File: config.mk
export PLATFORM = sky130hd
export DESIGN_NAME = instr_encoder
export DESIGN_NICKNAME = d
export VERILOG_FILES = /design/src/rtl/instr_encoder.sv
export SDC_FILE = /design/constraint.sdc
export NUM_CORES = 1
export LEC_CHECK = 0
export BUFFER_PORTS_ARGS = -buffer_cell sky130_fd_sc_hd__buf_2
export CORE_UTILIZATION = 45
export CTS_CLUSTER_DIAMETER = 120
export DETAILED_ROUTE_END_ITERATION = 10
export GPL_ROUTABILITY_DRIVEN = 0
export GPL_TIMING_DRIVEN = 0
export HOLD_SLACK_MARGIN = 0.12
export PLACE_DENSITY = 0.7
export SYNTH_ARGS = -nofsm -noshare
export SYNTH_HDL_FRONTEND = slang
export SYNTH_SLANG_ARGS = --single-unit
export TNS_END_PERCENT = 10
File: constraint.sdc
create_clock -name clk -period 2.28 [get_ports clk]
set_input_delay 0.114 -clock clk [delete_from_list [all_inputs] [get_ports clk]]
set_output_delay 0.114 -clock clk [all_outputs]
set_load 0.1 [all_outputs]
File: src/rtl/instr_encoder.sv
`default_nettype none
// ============================================================================
//  Module   : instr_encoder
//  Purpose  : Two-stage pipelined RV64 instruction encoder. Packs a format
//             code, a 64-bit immediate and register/function fields into a
//             32-bit instruction word, replacing out-of-range encodings with
//             NOP_WORD. Valid/ready streams on both sides.
//  Ports    : clk, rst_n (async, active-low)
//             in_valid/in_ready + in_fmt, in_opcode, in_rd, in_rs1, in_rs2,
//             in_funct3, in_funct7, in_imm     -- request stream
//             out_valid/out_ready + out_instr, out_range_err -- word stream
//             err_count (saturating), word_count (wrapping)
//  Revision : 1.0  initial release
// ============================================================================
module instr_encoder #(
  parameter int          ERR_CNT_W  = 16,
  parameter int          WORD_CNT_W = 32,
  parameter logic [31:0] NOP_WORD   = 32'h0000_0013
) (
  input  logic                  clk,
  input  logic                  rst_n,
  input  logic                  in_valid,
  output logic                  in_ready,
  input  logic [2:0]            in_fmt,
  input  logic [6:0]            in_opcode,
  input  logic [4:0]            in_rd,
  input  logic [4:0]            in_rs1,
  input  logic [4:0]            in_rs2,
  input  logic [2:0]            in_funct3,
  input  logic [6:0]            in_funct7,
  input  logic [63:0]           in_imm,
  output logic                  out_valid,
  input  logic                  out_ready,
  output logic [31:0]           out_instr,
  output logic                  out_range_err,
  output logic [ERR_CNT_W-1:0]  err_count,
  output logic [WORD_CNT_W-1:0] word_count
);

  localparam logic [2:0] C_FMT_I   = 3'b000;
  localparam logic [2:0] C_FMT_U   = 3'b001;
  localparam logic [2:0] C_FMT_S   = 3'b010;
  localparam logic [2:0] C_FMT_B   = 3'b011;
  localparam logic [2:0] C_FMT_J   = 3'b100;
  localparam logic [2:0] C_FMT_SH  = 3'b101;
  localparam logic [2:0] C_FMT_RSV = 3'b110;
  localparam logic [2:0] C_FMT_R   = 3'b111;

  // Stage 1 registers
  logic        s1_valid_q;
  logic [2:0]  s1_fmt_q;
  logic [6:0]  s1_op_q;
  logic [4:0]  s1_rd_q, s1_rs1_q, s1_rs2_q;
  logic [2:0]  s1_f3_q;
  logic [6:0]  s1_f7_q;
  logic [31:0] s1_imm_q;   // only the low word is ever packed
  logic        s1_err_q;

  // Stage 2 registers
  logic        s2_valid_q;
  logic [31:0] s2_instr_q;
  logic        s2_err_q;

  logic [ERR_CNT_W-1:0]  err_cnt_q;
  logic [WORD_CNT_W-1:0] word_cnt_q;

  logic        w_s1_adv, w_s2_adv, w_out_hs;
  logic        w_range_err_d;
  logic [31:0] w_word_d;

  // A stage may load when it is empty or its content moves on this edge.
  assign w_s2_adv = !s2_valid_q || out_ready;
  assign w_s1_adv = !s1_valid_q || w_s2_adv;
  assign in_ready = w_s1_adv;
  assign w_out_hs = s2_valid_q && out_ready;

  // Range legality: "all equal" upper bits means the value sign-extends
  // from the field width.
  always_comb begin
    w_range_err_d = 1'b0;
    case (in_fmt)
      C_FMT_I, C_FMT_S:
        w_range_err_d = !((&in_imm[63:11]) || !(|in_imm[63:11]));
      C_FMT_B:
        w_range_err_d = !((&in_imm[63:12]) || !(|in_imm[63:12])) || in_imm[0];
      C_FMT_J:
        w_range_err_d = !((&in_imm[63:20]) || !(|in_imm[63:20])) || in_imm[0];
      C_FMT_U:
        w_range_err_d = (|in_imm[11:0]) ||
                        !((&in_imm[63:31]) || !(|in_imm[63:31]));
      C_FMT_SH:
        w_range_err_d = |in_imm[63:6];
      C_FMT_RSV:
        w_range_err_d = 1'b1;
      C_FMT_R:
        w_range_err_d = 1'b0;
      default:
        w_range_err_d = 1'b1;
    endcase
  end

  // Field packing from stage-1 contents.
  always_comb begin
    w_word_d = NOP_WORD;
    case (s1_fmt_q)
      C_FMT_I:
        w_word_d = {s1_imm_q[11:0], s1_rs1_q, s1_f3_q, s1_rd_q, s1_op_q};
      C_FMT_S:
        w_word_d = {s1_imm_q[11:5], s1_rs2_q, s1_rs1_q, s1_f3_q,
                    s1_imm_q[4:0], s1_op_q};
      C_FMT_B:
        w_word_d = {s1_imm_q[12], s1_imm_q[10:5], s1_rs2_q, s1_rs1_q, s1_f3_q,
                    s1_imm_q[4:1], s1_imm_q[11], s1_op_q};
      C_FMT_U:
        w_word_d = {s1_imm_q[31:12], s1_rd_q, s1_op_q};
      C_FMT_J:
        w_word_d = {s1_imm_q[20], s1_imm_q[10:1], s1_imm_q[11],
                    s1_imm_q[19:12], s1_rd_q, s1_op_q};
      C_FMT_SH:
        w_word_d = {s1_f7_q[6:1], s1_imm_q[5:0], s1_rs1_q, s1_f3_q,
                    s1_rd_q, s1_op_q};
      C_FMT_R:
        w_word_d = {s1_f7_q, s1_rs2_q, s1_rs1_q, s1_f3_q, s1_rd_q, s1_op_q};
      default:
        w_word_d = NOP_WORD;
    endcase
    if (s1_err_q) begin
      w_word_d = NOP_WORD;
    end
  end

  // Stage 1
  always_ff @(posedge clk or negedge rst_n) begin
    if (!rst_n) begin
      s1_valid_q <= 1'b0;
      s1_fmt_q   <= '0;
      s1_op_q    <= '0;
      s1_rd_q    <= '0;
      s1_rs1_q   <= '0;
      s1_rs2_q   <= '0;
      s1_f3_q    <= '0;
      s1_f7_q    <= '0;
      s1_imm_q   <= '0;
      s1_err_q   <= 1'b0;
    end else if (w_s1_adv) begin
      s1_valid_q <= in_valid;
      if (in_valid) begin
        s1_fmt_q <= in_fmt;
        s1_op_q  <= in_opcode;
        s1_rd_q  <= in_rd;
        s1_rs1_q <= in_rs1;
        s1_rs2_q <= in_rs2;
        s1_f3_q  <= in_funct3;
        s1_f7_q  <= in_funct7;
        s1_imm_q <= in_imm[31:0];
        s1_err_q <= w_range_err_d;
      end
    end
  end

  // Stage 2: holds its word until the downstream takes it.
  always_ff @(posedge clk or negedge rst_n) begin
    if (!rst_n) begin
      s2_valid_q <= 1'b0;
      s2_instr_q <= '0;
      s2_err_q   <= 1'b0;
    end else if (w_s2_adv) begin
      s2_valid_q <= s1_valid_q;
      if (s1_valid_q) begin
        s2_instr_q <= w_word_d;
        s2_err_q   <= s1_err_q;
      end
    end
  end

  // Counters advance only on the output handshake.
  always_ff @(posedge clk or negedge rst_n) begin
    if (!rst_n) begin
      err_cnt_q  <= '0;
      word_cnt_q <= '0;
    end else if (w_out_hs) begin
      word_cnt_q <= word_cnt_q + WORD_CNT_W'(1);
      if (s2_err_q && (err_cnt_q != '1)) begin
        err_cnt_q <= err_cnt_q + ERR_CNT_W'(1);
      end
    end
  end

  assign out_valid     = s2_valid_q;
  assign out_instr     = s2_instr_q;
  assign out_range_err = s2_err_q;
  assign err_count     = err_cnt_q;
  assign word_count    = word_cnt_q;

endmodule
`default_nettype wire

Word-level counts from Yosys, hierarchy flattened:

Cells that the tools add are included.

* reductions and logical operators: 37
* add/subtract/negate cells: 2
* multiplexer cells: 3
* equality and inequality tests: 14

Operators with widths (number)
* 32-bit case mux with 7 select lines: 1
* 58-bit OR reduction: 1
* 53-bit AND reduction: 1
* 53-bit OR reduction: 1
* 52-bit AND reduction: 1
* 52-bit OR reduction: 1
* 44-bit AND reduction: 1
* 44-bit OR reduction: 1
* 33-bit AND reduction: 1
* 33-bit OR reduction: 1
* 32-bit by 1-bit adder with 32-bit output, second input constant: 1
* 32-bit 2-to-1 mux: 1
* 3-bit equality test, second input constant: 7
* 16-bit by 1-bit adder with 16-bit output, second input constant: 1
* 16-bit != test, second input constant: 1
* 3-bit by 2-bit equality test with 1-bit output, second input constant: 4
* 12-bit OR reduction: 1
* 1-bit zero test: 10
* 1-bit logical OR: 9
* 1-bit case mux with 7 select lines: 1
* 3-bit by 1-bit equality test with 1-bit output, second input constant: 2
* 3-bit zero test: 2
* 2-bit AND reduction: 3
* 1-bit logical AND: 2
* 2-bit OR reduction: 1

* register bits after elaboration: 151
* word-level logic and storage cells: 71

Logic depth before layout (Yosys ltp):

Gate-level depths: netlist of the first run.

* depth in word-level cells: 6
* gate-level depth with buffers: 8
* gate-level depth less buffers: 7

Least setup slack after synthesis of the first run:

No wires, ideal clock.

* kind: register to register
* start: register s2_valid_q (netlist: out_valid)
* end: register s1_f3_q[0]
* library setup time: 0.125 ns
* stages on the path, launching flop included: 5
* arrival time: 3.320 ns
* path slack: -1.165 ns
* clock period less this slack: 3.445 ns
* required time: 2.155 ns
* cells stage by stage: dfrtp_1 -> nand3b_1 -> nand2_1 -> clkbuf_1 -> mux2_2

* cells in the longest elaborated chain, start to end: 4

Ends and longest elaborated chain
* start, declared: RTL line 60 `logic s2_valid_q;`
* start signal, assigned: RTL line 168 `s2_valid_q <= s1_valid_q;`
* 1-bit zero test: RTL line 72 `assign w_s2_adv = !s2_valid_q || out_ready;`
* 1-bit logical OR: RTL line 72
* 1-bit logical OR: RTL line 73 `assign w_s1_adv = !s1_valid_q || w_s2_adv;`
* net in_ready: RTL line 23 `output logic in_ready,`
* 2-bit AND reduction (no line)
* end signal, assigned: RTL line 153 `s1_f3_q <= in_funct3;`
* end, declared: RTL line 54 `logic [2:0] s1_f3_q;`

The timed path passes the listed nets, and every way through them passes these cells.
A chain may end at the register's enable or synchronous reset.

Worst setup path after layout of the first run:

* start: input in_imm[12]
* end: register s1_err_q

* cells in the longest elaborated chain, start to end: 6
* elaborated cells on any way between the ends: 13
* those cells by class: 1 x mux; 12 x reduce/logical

Ends and longest elaborated chain
* start, declared: RTL line 31 `input logic [63:0] in_imm,`
* 52-bit OR reduction: RTL line 85 `w_range_err_d = !((&in_imm[63:12]) || !(|in_imm[63:12])) || in_imm[0];`
* 1-bit zero test: RTL line 85
* 1-bit logical OR: RTL line 85
* 1-bit zero test: RTL line 85
* 1-bit logical OR: RTL line 85
* 1-bit case mux with 7 select lines *: RTL line 81 `case (in_fmt)`
* end signal, assigned: RTL line 156 `s1_err_q <= w_range_err_d;`
* end, declared: RTL line 57 `logic s1_err_q;`

Every way passes the cells marked *; elsewhere a longest branch is shown, timed or not.

==> metrics.cfg, run 1 <==
[timing]
slew_headroom_pct = 62.5
fmaxAchievable_mhz = 462
fin_worst_skew_ns = 0.00744
fin_crit_sh_pct = 94.9
finalHoldViolCount = 0
setup_viol = 0
maxSlewViolCount = 0
min_period_ns = 2.16
worst_pin_slew_ns = 0.563
rsz0062_at_grt = true

[logic_synthesis]
syn_inst = 592
syn-cell-area_sq_um = 6840
synth.distinct_cells = 40
synth_common_cells = dfrtp_1, mux2_2, nand2_1
synth_top_cell_by_area = dfrtp_1
syn_area_per_cell_sq_um = 11.5
synth-edff-count = 0
synthTopCellsByArea = dfrtp_1, mux2_2, xnor2_1
synth_warnings = 0
synth_ff_type = dfrtp_1
synth_fp_nets = 697
synth_top_area_share_pct = 55.3
ys_seq_area_share_pct = 55.3
synthArstFlopShare_pct = 100
yosys_register_bits = 151
synth.most_common_cell = dfrtp_1

[run_status]
violations = DRC
status = finished with violations

[layout]
diodes = 0
regArea_sq_um = 3790
areaGrowthSynthToFinish_pct = 38.7
design_area_sq_um = 9480
fill_cells = 1150
drive_gt1_share_pct = 34.6
nets = 972
multi_input_area_sq_um = 3000
finish.utilization_pct = 64.5

[setup_path]
cp-start-kind = input pin
critPathMaxStageDelay_ns = 0.53
cp_max_fo = 3
timing.rr.end = out_instr[12]$_DFFE_PN0P_
worstPathCellList = dlygate4sd3_1 -> buf_2 -> or4_1 -> nor4_1 -> nand4_1 -> nor4_2 -> o21ai_0 -> a221o_1
cpMaxStageDelayCell = dlygate4sd3_1
crit_path_end_kind = flip-flop
reg2reg_depth = 6
critPathRequiredTime_ns = 2.58
rrSetupSlack_ns = 0.18
cp.arrival_ns = 2.46
timing.rr.start = out_valid$_DFFE_PN0P_
crit_type = input pin to flip-flop

[placed_design]
dpl.hpwl_microns = 13600
postPlaceCellArea_sq_um = 8140
port_buffers = 185

[floorplan]
fp-row-count = 44
fp.coreArea_sq_um = 14700
die_w_microns = 125
io_pins = 186
fp.dieH_microns = 125
initial_core_util_pct = 46.5
die_area_sq_um = 15700

[routing]
wl_per_cell_microns = 17.8
routed_wl_microns = 18900
drt-pass1-iter-count = 8
drtIter0Drc = 395
avgViaCountPerCell = 5.64
drc_errors = 14
vias = 5999
drtAntennaViolNets = 0

[clocking]
numCtsBuffers = 17
cts_buffer_depth = 2
cts_tree = built
clock_sinks = 151
clk_pin_slew_ns = 0.06
cts-root-buf = clkbuf_16
htreeDepth = 4
post_cts_buffers = 0
insertion_delay_ns = 0.42

[global_route]
grt_use_total_pct = 25.2
grt_pass1_wl_microns = 30800
grt_remaining_overflow = 0
grt_pass1_vias = 6186
antenna_found_initial = 0
grt_max_degree = 94

[flow_run]
cap_viol_max_count = 0

[power]
vdd.ir_drop.worst_v = 0.000812
power_density_nw_per_um2 = 1000
p_leak_nw = 4.43

[min_path]
holdCritPathClass = input pin to asynchronous set/reset pin

==> sequential cells by signal (all words and copies together) (netlist names) <==
register and cells:
out_instr 32, s1_imm_q 32, word_count 32, err_count 16
s1_f7_q 7, s1_op_q 7, s1_rd_q 5, s1_rs1_q 5
s1_rs2_q 5, s1_f3_q 3, s1_fmt_q 3, out_range_err 1
out_valid 1, s1_err_q 1, s1_valid_q 1
==> worst max path at each step <==
| stage | from | end | cells past startpoint |
|---|---|---|---|
| after floorplan | out_valid$_DFFE_PN0P_ | s1_f3_q[2]$_DFFE_PN0P_ | 4 |
| after global placement | rst_n | out_valid$_DFFE_PN0P_ | 1 |
| after detailed placement | word_count[0]$_DFFE_PN0P_ | word_count[28]$_DFFE_PN0P_ | 7 |
| after CTS | s1_fmt_q[1]$_DFFE_PN0P_ | out_instr[30]$_DFFE_PN0P_ | 8 |
| after global routing | in_imm[12] | s1_err_q$_DFFE_PN0P_ | 8 |
| final | in_imm[12] | s1_err_q$_DFFE_PN0P_ | 8 |
==> layout by cell type, fill, tap and decap left out, types with 3 or more instances in the layout <==
cell / instances
dlygate4sd3_1: 70
o22a_1: 4
mux2_2: 57
o21ai_0: 22
clkbuf_8: 8
bufinv_16: 3
inv_1: 4
nand2b_1: 7
a221oi_1: 5
dfrtp_1: 147
a32o_1: 4
buf_6: 3
a22o_1: 13
xnor2_1: 32
or4_1: 6
nand4_1: 21
nor4_1: 13
nor2b_1: 15
nand3_1: 29
a211oi_1: 11
o22ai_1: 5
and2_1: 3
dfrtp_2: 3
and4_1: 6
xor2_1: 14
a21oi_1: 15
clkinv_2: 3
nor3_1: 8
nand2_1: 41
and3_1: 11
clkbuf_1: 17
buf_2: 185
a22oi_1: 18
mux2_4: 10
clkbuf_16: 18
nor2_1: 20
a31oi_1: 3
==> repair_timing <==
item,CTS,global route
hold buffers,70,0
hold endpoints to repair,131,0
setup endpoints to repair,1,19
resized for setup,1,9
==> power breakdown <==
group	switching, mW	internal [mW]	leakage [nW]
clock	1.04	1.83	0.295
sequential	0.343	3.09	1.89
combinational	2.38	0.813	2.25
==> critical path, delay by kind of cell <==
family	cells	cell delay, ns
buffers and inverters	2	0.67
AOI/OAI and AO/OA	2	0.41
and+or+nand+nor	4	1.29
==> final cells by class <==
type                       count  area share, %
clock inverter                 8           1.27
inverter                       4          0.158
buffer                        27           1.91
multi-input combinational    410           31.7
sequential                   151           39.9
clock buffer                  23           5.15
timing repair buffer         256           17.5
tap                          184           2.43
==> layer usage <==
metal	vias to the layer above	GRT usage, %	wire [microns]
met3	40	5.69	994
met1	2951	31.1	7950
met4	0	9.83	452
li1	2744	-	-
met5	-	0	0
met2	264	43.1	9520
==> logic make-up (layout without fill, tap and decap cells) <==
family	count (synthesis)	count (layout)	share of synthesized area, %
AO/OA/AOI/OAI	105	105	10.7
buffers and inverters	31	318	1.94
AND/OR/NAND/NOR	189	189	14.7
XOR/XNOR	46	46	5.89
adder cells (fa/ha/maj)	2	2	0.366
multiplexers	68	68	11.2
flip-flops	151	151	55.3
==> stage by stage <==
stage / hold WS, ns / worst slack [ns] / instances / TNS [ns] / power [mW]
floorplan: -0.182 / -0.335 / 592 / -23.90 / 5.81
global placement: 0.349 / -1.41 / 961 / -142.13 / 6.46
CTS: 0.242 / 0.00834 / 1063 / 0 / 9.51
detailed placement: 0.113 / -0.0239 / 962 / -0.0239 / 6.54
global route: 0.272 / -0.0400 / 1063 / -0.220 / 9.85
finish: 0.241 / 0.117 / 1063 / 0 / 9.49
(Power assumes the default switching activity.)
==> run 2, diff against run 1 <==
- CELL_PAD_IN_SITES_DETAIL_PLACEMENT: default -> 0
- CELL_PAD_IN_SITES_GLOBAL_PLACEMENT: default -> 1
- CORE_UTILIZATION: 45 -> 35
- PLACE_DENSITY: 0.7 -> default
- PLACE_DENSITY_LB_ADDON: default -> 0.1
==> run 2 against run 1 <==
- the run now ends clean
- critical path depth down 2
- global-route usage down 4.8 points
- sequential share of layout area down 0.49 points
- power up 1.6%
- sequential power about the same
- non-clock buffer count unchanged
- first-iteration DRC count down 30%
- clock-buffer cell count down 6
- die area up 28%
- design area up 1.3%
- setup slack worse by 0.0066 ns
==> metrics.cfg, run 2 (synthesis gave the netlist of run 1 again) <==
[routing]
vias = 5780
avgViaCountPerCell = 5.07
routed_wl_microns = 19500
drc_errors = 0
drtIter0Drc = 278
wl_per_cell_microns = 17.1
drt-pass1-iter-count = 5
drtAntennaViolNets = 0

[clocking]
cts_buffer_depth = 2
numCtsBuffers = 17
htreeDepth = 4
cts_tree = built
cts-root-buf = clkbuf_16
insertion_delay_ns = 0.42
clk_pin_slew_ns = 0.06
post_cts_buffers = 0
clock_sinks = 151

[placed_design]
dp_cells = 1038
port_buffers = 185
dpl.hpwl_microns = 14400

[global_route]
grt_remaining_overflow = 0
grt_use_total_pct = 20.4
gr-usage-met1_pct = 26.8
grt_max_degree = 86
gr-usage-met3_pct = 4.29
antenna_found_initial = 0
gr-usage-met2_pct = 34.0
grt_pass1_vias = 5866
busiest_layer = met2
grt_pass1_wl_microns = 31400

[timing]
maxSlewViolCount = 0
slew_headroom_pct = 58.0
finalHoldViolCount = 0
fmaxAchievable_mhz = 461
rsz0062_at_grt = true
setup_viol = 0
hold_slack_ns = 0.252
min_period_ns = 2.17
tns_ns = 0
fin_crit_sh_pct = 95.2
worst_pin_slew_ns = 0.630
fin_worst_skew_ns = 0.0121

[setup_path]
timing.rr.end = word_count[31]$_DFFE_PN0P_
rrSetupSlack_ns = 0.11
crit_path_end_kind = flip-flop
crit_type = flip-flop to flip-flop
cp-start-kind = flip-flop
critPathRequiredTime_ns = 2.62
worstPathCellList = and4_1 -> and3_1 -> nand3_1 -> or4_1 -> nor2_1 -> xor2_1
cp.arrival_ns = 2.51
critPathMaxStageDelay_ns = 0.55
cp_max_fo = 6
cpMaxStageDelayCell = or4_1
timing.rr.start = word_count[4]$_DFFE_PN0P_
reg2reg_depth = 6

[layout]
final_common_cell = buf_2
stdcell_count = 1140
fill_cells = 1736
finish.utilization_pct = 50.7
drive_gt1_share_pct = 35.1
diodes = 0
regArea_sq_um = 3790
nets = 972
layout_common_cells = buf_2, dfrtp_1, dlygate4sd3_1, mux2_2, nand2_1
multi_input_area_sq_um = 3010
areaGrowthSynthToFinish_pct = 40.4

[floorplan]
fp.dieH_microns = 142
fp.coreArea_sq_um = 19000
die_w_microns = 142
die_area_sq_um = 20100
io_pins = 186
fp-row-count = 50
initial_core_util_pct = 36.1

[min_path]
holdCritPathClass = input pin to asynchronous set/reset pin

[flow_run]
cap_viol_max_count = 0

[power]
power_density_nw_per_um2 = 1000
vdd.ir_drop.worst_v = 0.000520
p_leak_nw = 4.44

[run_status]
status = finished, final reports clean

[run 2: cell types whose count changed in the layout (fill, tap and decap cells not counted), sizes merged]
cell and change:
clkbuf -6, inv +3, clkinv +2, bufinv +1, clkinvlp +1
[run 2: how the worst max path moves through the flow]
stage	slack, ns	to	cells after the start	start
2_1_floorplan	-0.33	s1_f3_q[2]$_DFFE_PN0P_	4	out_valid$_DFFE_PN0P_
3_3_place_gp	-1.58	out_valid$_DFFE_PN0P_	1	rst_n
3_5_place_dp	-0.1	out_instr[19]$_DFFE_PN0P_	7	s1_fmt_q[1]$_DFFE_PN0P_
4_1_cts	0.01	s1_err_q$_DFFE_PN0P_	8	in_imm[12]
5_1_grt	-0.06	word_count[31]$_DFFE_PN0P_	6	word_count[4]$_DFFE_PN0P_
6_report	0.11	word_count[31]$_DFFE_PN0P_	6	word_count[4]$_DFFE_PN0P_
[run 2: stage by stage]
step / cell area (sq um) / power, mW / worst slack (ns)
4_1_cts: 9570 / 9.69 / 0.0113
2_1_floorplan: 6950 / 5.81 / -0.335
3_3_place_gp: 8200 / 6.51 / -1.58
3_5_place_dp: 8240 / 6.58 / -0.0964
6_report: 9600 / 9.64 / 0.110
5_1_grt: 9600 / 10.1 / -0.0552
[run 2: final cells by class]
class                           instances  area share, %
Buffer                                 27           1.90
Clock buffer                           17           4.43
Timing Repair Buffer                  256           17.3
Clock inverter                         15           2.10
Inverter                                4          0.156
Sequential cell                       151           39.4
Tap cell                              260           3.39
Multi-Input combinational cell        410           31.3
[run 2: critical path, delay by kind of cell (launching register included)]
kind	cells	cell delay (ns)
xor+xnor	1	0.16
flops	1	0.42
simple gates	5	1.51
[run 2: timing repair]
| action | CTS | global route |
|---|---|---|
| endpoints found under the setup margin | 12 | 21 |
| hold endpoints to repair | 139 | 0 |
| pin swaps | 0 | 2 |
| gates cloned | 0 | 0 |
| resized for setup | 2 | 10 |
| hold buffers | 70 | 0 |
[run 2: where the power goes]
| group | total [mW] | switching, mW | internal, mW |
|---|---|---|---|
| clock | 3.01 | 1.18 | 1.84 |
| combinational | 3.20 | 2.39 | 0.812 |
| sequential | 3.42 | 0.334 | 3.09 |
[run 2: metal layers]
layer | wire [microns] | part of all wire (%) | vias to the layer above
met5 | 0 | 0 | -
met4 | 282 | 1.4 | 0
met3 | 852 | 4.4 | 20
met2 | 9440 | 48 | 181
met1 | 8970 | 46 | 2834
li1 | - | - | 2745
